==> src/rtl/regfile_sb_pkg.sv <==
// Shared register-file constants and clear-sequencer state encoding.
// No logic of its own; imported by the register file and its clear sequencer.
package regfile_sb_pkg;

  localparam int DEF_DATA_W = 16;
  localparam int DEF_NREGS  = 16;

  typedef enum logic {
    CLR_IDLE  = 1'b0,
    CLR_CLEAR = 1'b1
  } clr_state_e;

endpackage

==> src/rtl/regfile_clr_seq.sv <==
// Sequential clear: walks index 0..NREGS-1, one register per cycle, then idles.
// Busy for exactly NREGS cycles after a request; requests while busy are ignored.
module regfile_clr_seq
  import regfile_sb_pkg::*;
#(
  parameter int  NREGS = DEF_NREGS,
  localparam int AW    = $clog2(NREGS)
) (
  input  logic          clk,
  input  logic          Reset,
  input  logic          i_clr_req,
  output logic          o_busy,
  output logic [AW-1:0] o_idx
);

  localparam logic [AW-1:0] LAST = AW'(NREGS - 1);

  clr_state_e    r_state;
  clr_state_e    w_state_nxt;
  logic [AW-1:0] r_idx;
  logic [AW-1:0] w_idx_nxt;

  always_ff @(posedge clk or negedge Reset) begin
    if (!Reset) begin
      r_state <= CLR_IDLE;
      r_idx   <= '0;
    end else begin
      r_state <= w_state_nxt;
      r_idx   <= w_idx_nxt;
    end
  end

  always_comb begin
    w_state_nxt = r_state;
    w_idx_nxt   = r_idx;
    o_busy      = 1'b0;
    case (r_state)
      CLR_IDLE: begin
        if (i_clr_req) begin
          w_state_nxt = CLR_CLEAR;
          w_idx_nxt   = '0;
        end
      end
      CLR_CLEAR: begin
        o_busy = 1'b1;
        // Stop on the last index rather than wrapping.
        if (r_idx == LAST) begin
          w_state_nxt = CLR_IDLE;
          w_idx_nxt   = '0;
        end else begin
          w_idx_nxt = r_idx + AW'(1);
        end
      end
      default: w_state_nxt = CLR_IDLE;
    endcase
  end

  assign o_idx = r_idx;

endmodule

==> src/rtl/regfile_sb.sv <==
// Two-write, two-read register file with load-pending scoreboard and sequential clear.
// Reads are combinational (optional same-cycle write bypass); writes land next edge.
module regfile_sb
  import regfile_sb_pkg::*;
#(
  parameter int  DATA_W  = DEF_DATA_W,
  parameter int  NREGS   = DEF_NREGS,
  parameter bit  ZERO_R0 = 1'b0,
  parameter bit  BYPASS  = 1'b1,
  localparam int AW      = $clog2(NREGS)
) (
  input  logic              clk,
  input  logic              Reset,
  input  logic              we_a,
  input  logic [AW-1:0]     waddr_a,
  input  logic [DATA_W-1:0] wdata_a,
  input  logic              we_b,
  input  logic [AW-1:0]     waddr_b,
  input  logic [DATA_W-1:0] wdata_b,
  input  logic              mark_en,
  input  logic [AW-1:0]     mark_addr,
  input  logic [AW-1:0]     raddr1,
  input  logic [AW-1:0]     raddr2,
  output logic [DATA_W-1:0] rdata1,
  output logic [DATA_W-1:0] rdata2,
  output logic              busy1,
  output logic              busy2,
  input  logic              clr_req,
  output logic              clr_busy
);

  logic [DATA_W-1:0] r_regs [NREGS];
  logic [NREGS-1:0]  r_pend;
  logic              w_clr_busy;
  logic [AW-1:0]     w_clr_idx;
  logic              w_we_a;
  logic              w_we_b;
  logic              w_mark;

  regfile_clr_seq #(.NREGS(NREGS)) u_clr_seq (
    .clk       (clk),
    .Reset     (Reset),
    .i_clr_req (clr_req),
    .o_busy    (w_clr_busy),
    .o_idx     (w_clr_idx)
  );

  assign clr_busy = w_clr_busy;

  // Clear owns the array while busy; a hard-wired r0 swallows writes and marks.
  assign w_we_a = we_a    && !w_clr_busy && !(ZERO_R0 && (waddr_a   == '0));
  assign w_we_b = we_b    && !w_clr_busy && !(ZERO_R0 && (waddr_b   == '0));
  assign w_mark = mark_en && !w_clr_busy && !(ZERO_R0 && (mark_addr == '0));

  always_ff @(posedge clk or negedge Reset) begin
    if (!Reset) begin
      for (int i = 0; i < NREGS; i++) r_regs[i] <= '0;
      r_pend <= '0;
    end else if (w_clr_busy) begin
      r_regs[w_clr_idx] <= '0;
      r_pend[w_clr_idx] <= 1'b0;
    end else begin
      if (w_we_a) r_regs[waddr_a] <= wdata_a;
      if (w_we_b) r_regs[waddr_b] <= wdata_b;
      if (w_we_b) r_pend[waddr_b] <= 1'b0;
      if (w_mark) r_pend[mark_addr] <= 1'b1;
    end
  end

  function automatic logic [DATA_W-1:0] read_port(input logic [AW-1:0] addr);
    logic [DATA_W-1:0] v;
    v = r_regs[addr];
    if (BYPASS && w_we_a && (waddr_a == addr)) v = wdata_a;
    if (BYPASS && w_we_b && (waddr_b == addr)) v = wdata_b;
    if (ZERO_R0 && (addr == '0)) v = '0;
    return v;
  endfunction

  always_comb begin
    rdata1 = read_port(raddr1);
    rdata2 = read_port(raddr2);
    busy1  = r_pend[raddr1];
    busy2  = r_pend[raddr2];
  end

endmodule
==> config.mk <==
export PLATFORM = sky130hd
export DESIGN_NAME = regfile_sb
export DESIGN_NICKNAME = d
export VERILOG_FILES = /design/src/rtl/regfile_sb_pkg.sv /design/src/rtl/regfile_clr_seq.sv /design/src/rtl/regfile_sb.sv
export SDC_FILE = /design/constraint.sdc
export NUM_CORES = 1
export LEC_CHECK = 0
export BUFFER_PORTS_ARGS = -buffer_cell sky130_fd_sc_hd__buf_4
export CORE_AREA = 2 2 194 196
export DETAILED_ROUTE_END_ITERATION = 7
export DIE_AREA = 0 0 196 198
export HOLD_SLACK_MARGIN = 0.1
export PLACE_DENSITY = 0.74
export SLEW_MARGIN = 20
export SYNTH_ARGS = -nofsm -noshare
export SYNTH_HDL_FRONTEND = slang
export SYNTH_SLANG_ARGS = --single-unit
==> constraint.sdc <==
create_clock -name clk -period 6 [get_ports clk]
set_clock_uncertainty 0.05 [all_clocks]
set_input_delay 0 -clock clk [delete_from_list [all_inputs] [get_ports clk]]
set_output_delay 0 -clock clk [all_outputs]
set_load 0.01 [all_outputs]
==> results.toml <==
[status]
status = "completed"

[yosys]
syn_nets = 2171
synth_edf_count = 0
ys.warnings.count = 0
ys_types = 48
synth_commonest_cells = "mux2i_1, nor2_1, a21oi_1"
synth_area_um2 = 20700
synth-async-reset-ratio = 1.00
synth_largest_area_cell = "dfrtp_1"
synth_area_leaders = "dfrtp_1, mux2i_1, mux4_2"
synth_top_area_share = 0.335
yosysMostFrequentCell = "mux2i_1"
avgSynthCellArea_um2 = 9.82
seq_area_frac_synth = 0.335
synth-seq-cells = 277
synth-main-ff-cell = "dfrtp_1"
netlist_instances = 2109

[route]
post_drt_via_cell_ratio = 7.35
routedWlPerCell_um = 28.9
drc = 0
dr_total_vias = 18975
drt_wl_total_um = 74700
drt_iter0_drc = 2379
drtAntennaViolNets = 0
firstDrtPassIters = 6

[layout]
multi_input_area_um2 = 12700
seq_area_um2 = 6930
layout-drive-gt1-share = 0.168
diodes = 0
stdcell_count = 2581
area_delta_synth_final_pct = 10.7
fin_nets = 2155
fillerInstances = 3017

[sta]
drv_slew = 0
max_freq_ghz = 0.315
rsz0062_at_grt = "no"
min_period_ns = 3.17
fin_crit_sh = 0.528
worst_pin_slew_ns = 1.27
setup-tns-final_ns = 0
hold_violations = 0
setup_viol = 0
slew_headroom = 0.156

[floorplan]
rows = 71
dieArea_um2 = 38800
fp.dieH_um = 198
core_area_um2 = 37000
start_util = 0.561
fp.dieW_um = 196
ios = 93

[cts]
cts_tree = "yes"
clockBufferDepth = 3
clk_pin_slew_worst_paths_ns = 0.06
cts-buffers-inserted = 34
hold_buffers = 62
postCtsResizedCells = 0
clk_latency_ns = 0.53
cts.sinks = 277
post-cts-setup-buffer-count = 0
htreeDepth = 2
root_buffer = "clkbuf_16"

[global_routing]
overflow = 0
antenna_found_initial = 2
grt_max_degree = 147
grt_pass1_wl_um = 112000
grt_use_total = 0.384
first_global_vias = 18062

[placement]
dp_hpwl_um = 44400
gp_congestion = 0.966
placed_cells = 2469
port-buffer-count = 92

[power]
cellPowerDensity_nw_per_um2 = 377
ir_worst_vdd_uv = 391
leakage_nw = 10.7

[worst_setup_path]
crit_type = "reg2out"
required_ns = 5.95
r2r_slack_ns = 2.95
worst_setup_path_end_kind = "primary output"
crit_fanout = 34
cp-start-kind = "register"
cp.arrival_ns = 3.12

[min_path]
min_path_type = "in2async"

[job]
drv_cap = 0
[critical path: stages, from the launching register on]
cell and delay (ns):
dfrtp_1 0.39, nor2b_2 0.53, nand2_1 0.22, nor4_4 0.18, buf_4 0.39, nor2_2 0.25, a221oi_1 0.41, buf_4 0.20
[flip-flops by register name (all words and copies together), names as in the netlist]
signal and count:
r_pend 16, r_regs 256, u_clr_seq.o_idx 4, u_clr_seq.r_state 1
[stage by stage]
step	total power, W	utilization	setup WS [ns]	hold WS [ns]	area [um^2]
4_1_cts	0.00850	0.620	2.37	0.160	22900
3_3_place_gp	0.00639	0.577	3.06	0.117	21300
2_1_floorplan	0.00532	-	3.94	-0.346	20700
6_report	0.00865	0.620	2.83	0.0858	22900
5_1_grt	0.00898	0.620	2.71	0.192	22900
3_5_place_dp	0.00653	0.577	2.95	0.109	21300
[per-layer routing]
metal,vias up,share of wire,track usage
met5,-,0.00033,0
met4,4,0.052,0.198
met3,303,0.14,0.116
met2,1488,0.44,0.570
met1,9257,0.37,0.511
li1,7923,-,-
[area by class of cell]
cell class	instances	area share
clock buffer	45	0.0407
clock inverter	5	0.00142
inverter	22	0.00393
multi-input combinational	1555	0.552
sequential	277	0.302
tap	474	0.0259
timing repair buffer	203	0.0736
[kinds of logic after synthesis]
kind of cell / Yosys count / share of synthesized area
muxes: 430 / 0.284
DFF: 277 / 0.335
AOI/OAI and AO/OA: 658 / 0.222
and+or+nand+nor: 450 / 0.0946
xor gates and xnor gates: 13 / 0.00550
adders and majority gates: 4 / 0.00242
buffers and inverters: 277 / 0.0573
[layout by cell type, fill, tap and decap left out, types with 5 or more instances in the layout]
| cell type | n |
|---|---|
| nand2_1 | 66 |
| nand4_1 | 5 |
| inv_1 | 20 |
| clkbuf_16 | 35 |
| a221oi_1 | 31 |
| nor3_1 | 19 |
| a22o_1 | 256 |
| mux2_2 | 15 |
| mux2i_1 | 291 |
| dlygate4sd3_1 | 62 |
| o31ai_1 | 17 |
| o22a_1 | 15 |
| a21oi_2 | 10 |
| o21ai_1 | 14 |
| mux4_2 | 124 |
| xor2_1 | 9 |
| clkbuf_1 | 8 |
| and3_1 | 20 |
| a22oi_1 | 13 |
| buf_4 | 140 |
| nand3_1 | 16 |
| nor2_1 | 282 |
| a21oi_1 | 273 |
| nand2_2 | 7 |
| dfrtp_1 | 277 |
| nor2b_1 | 14 |
| o221ai_1 | 16 |
[power breakdown]
part	internal (W)	total [W]	switching, W
logic	0.00161	0.00372	0.00211
registers	0.00240	0.00301	0.000615
clock network	0.00108	0.00191	0.000829
[worst paths after layout]
kind                                   startpoint                 end  cells past startpoint
worst min-delay path                        Reset         r_regs[127]                      2
max in group asynchronous                   Reset         r_regs[138]                      3
min in group clk                          clr_req  u_clr_seq.o_idx[0]                      3
worst min register to register         r_pend[15]          r_pend[15]                      2
worst max-delay path            u_clr_seq.r_state           rdata2[1]                      7
worst max register to register  u_clr_seq.r_state         r_regs[138]                      7
(Power assumes the default switching activity.)
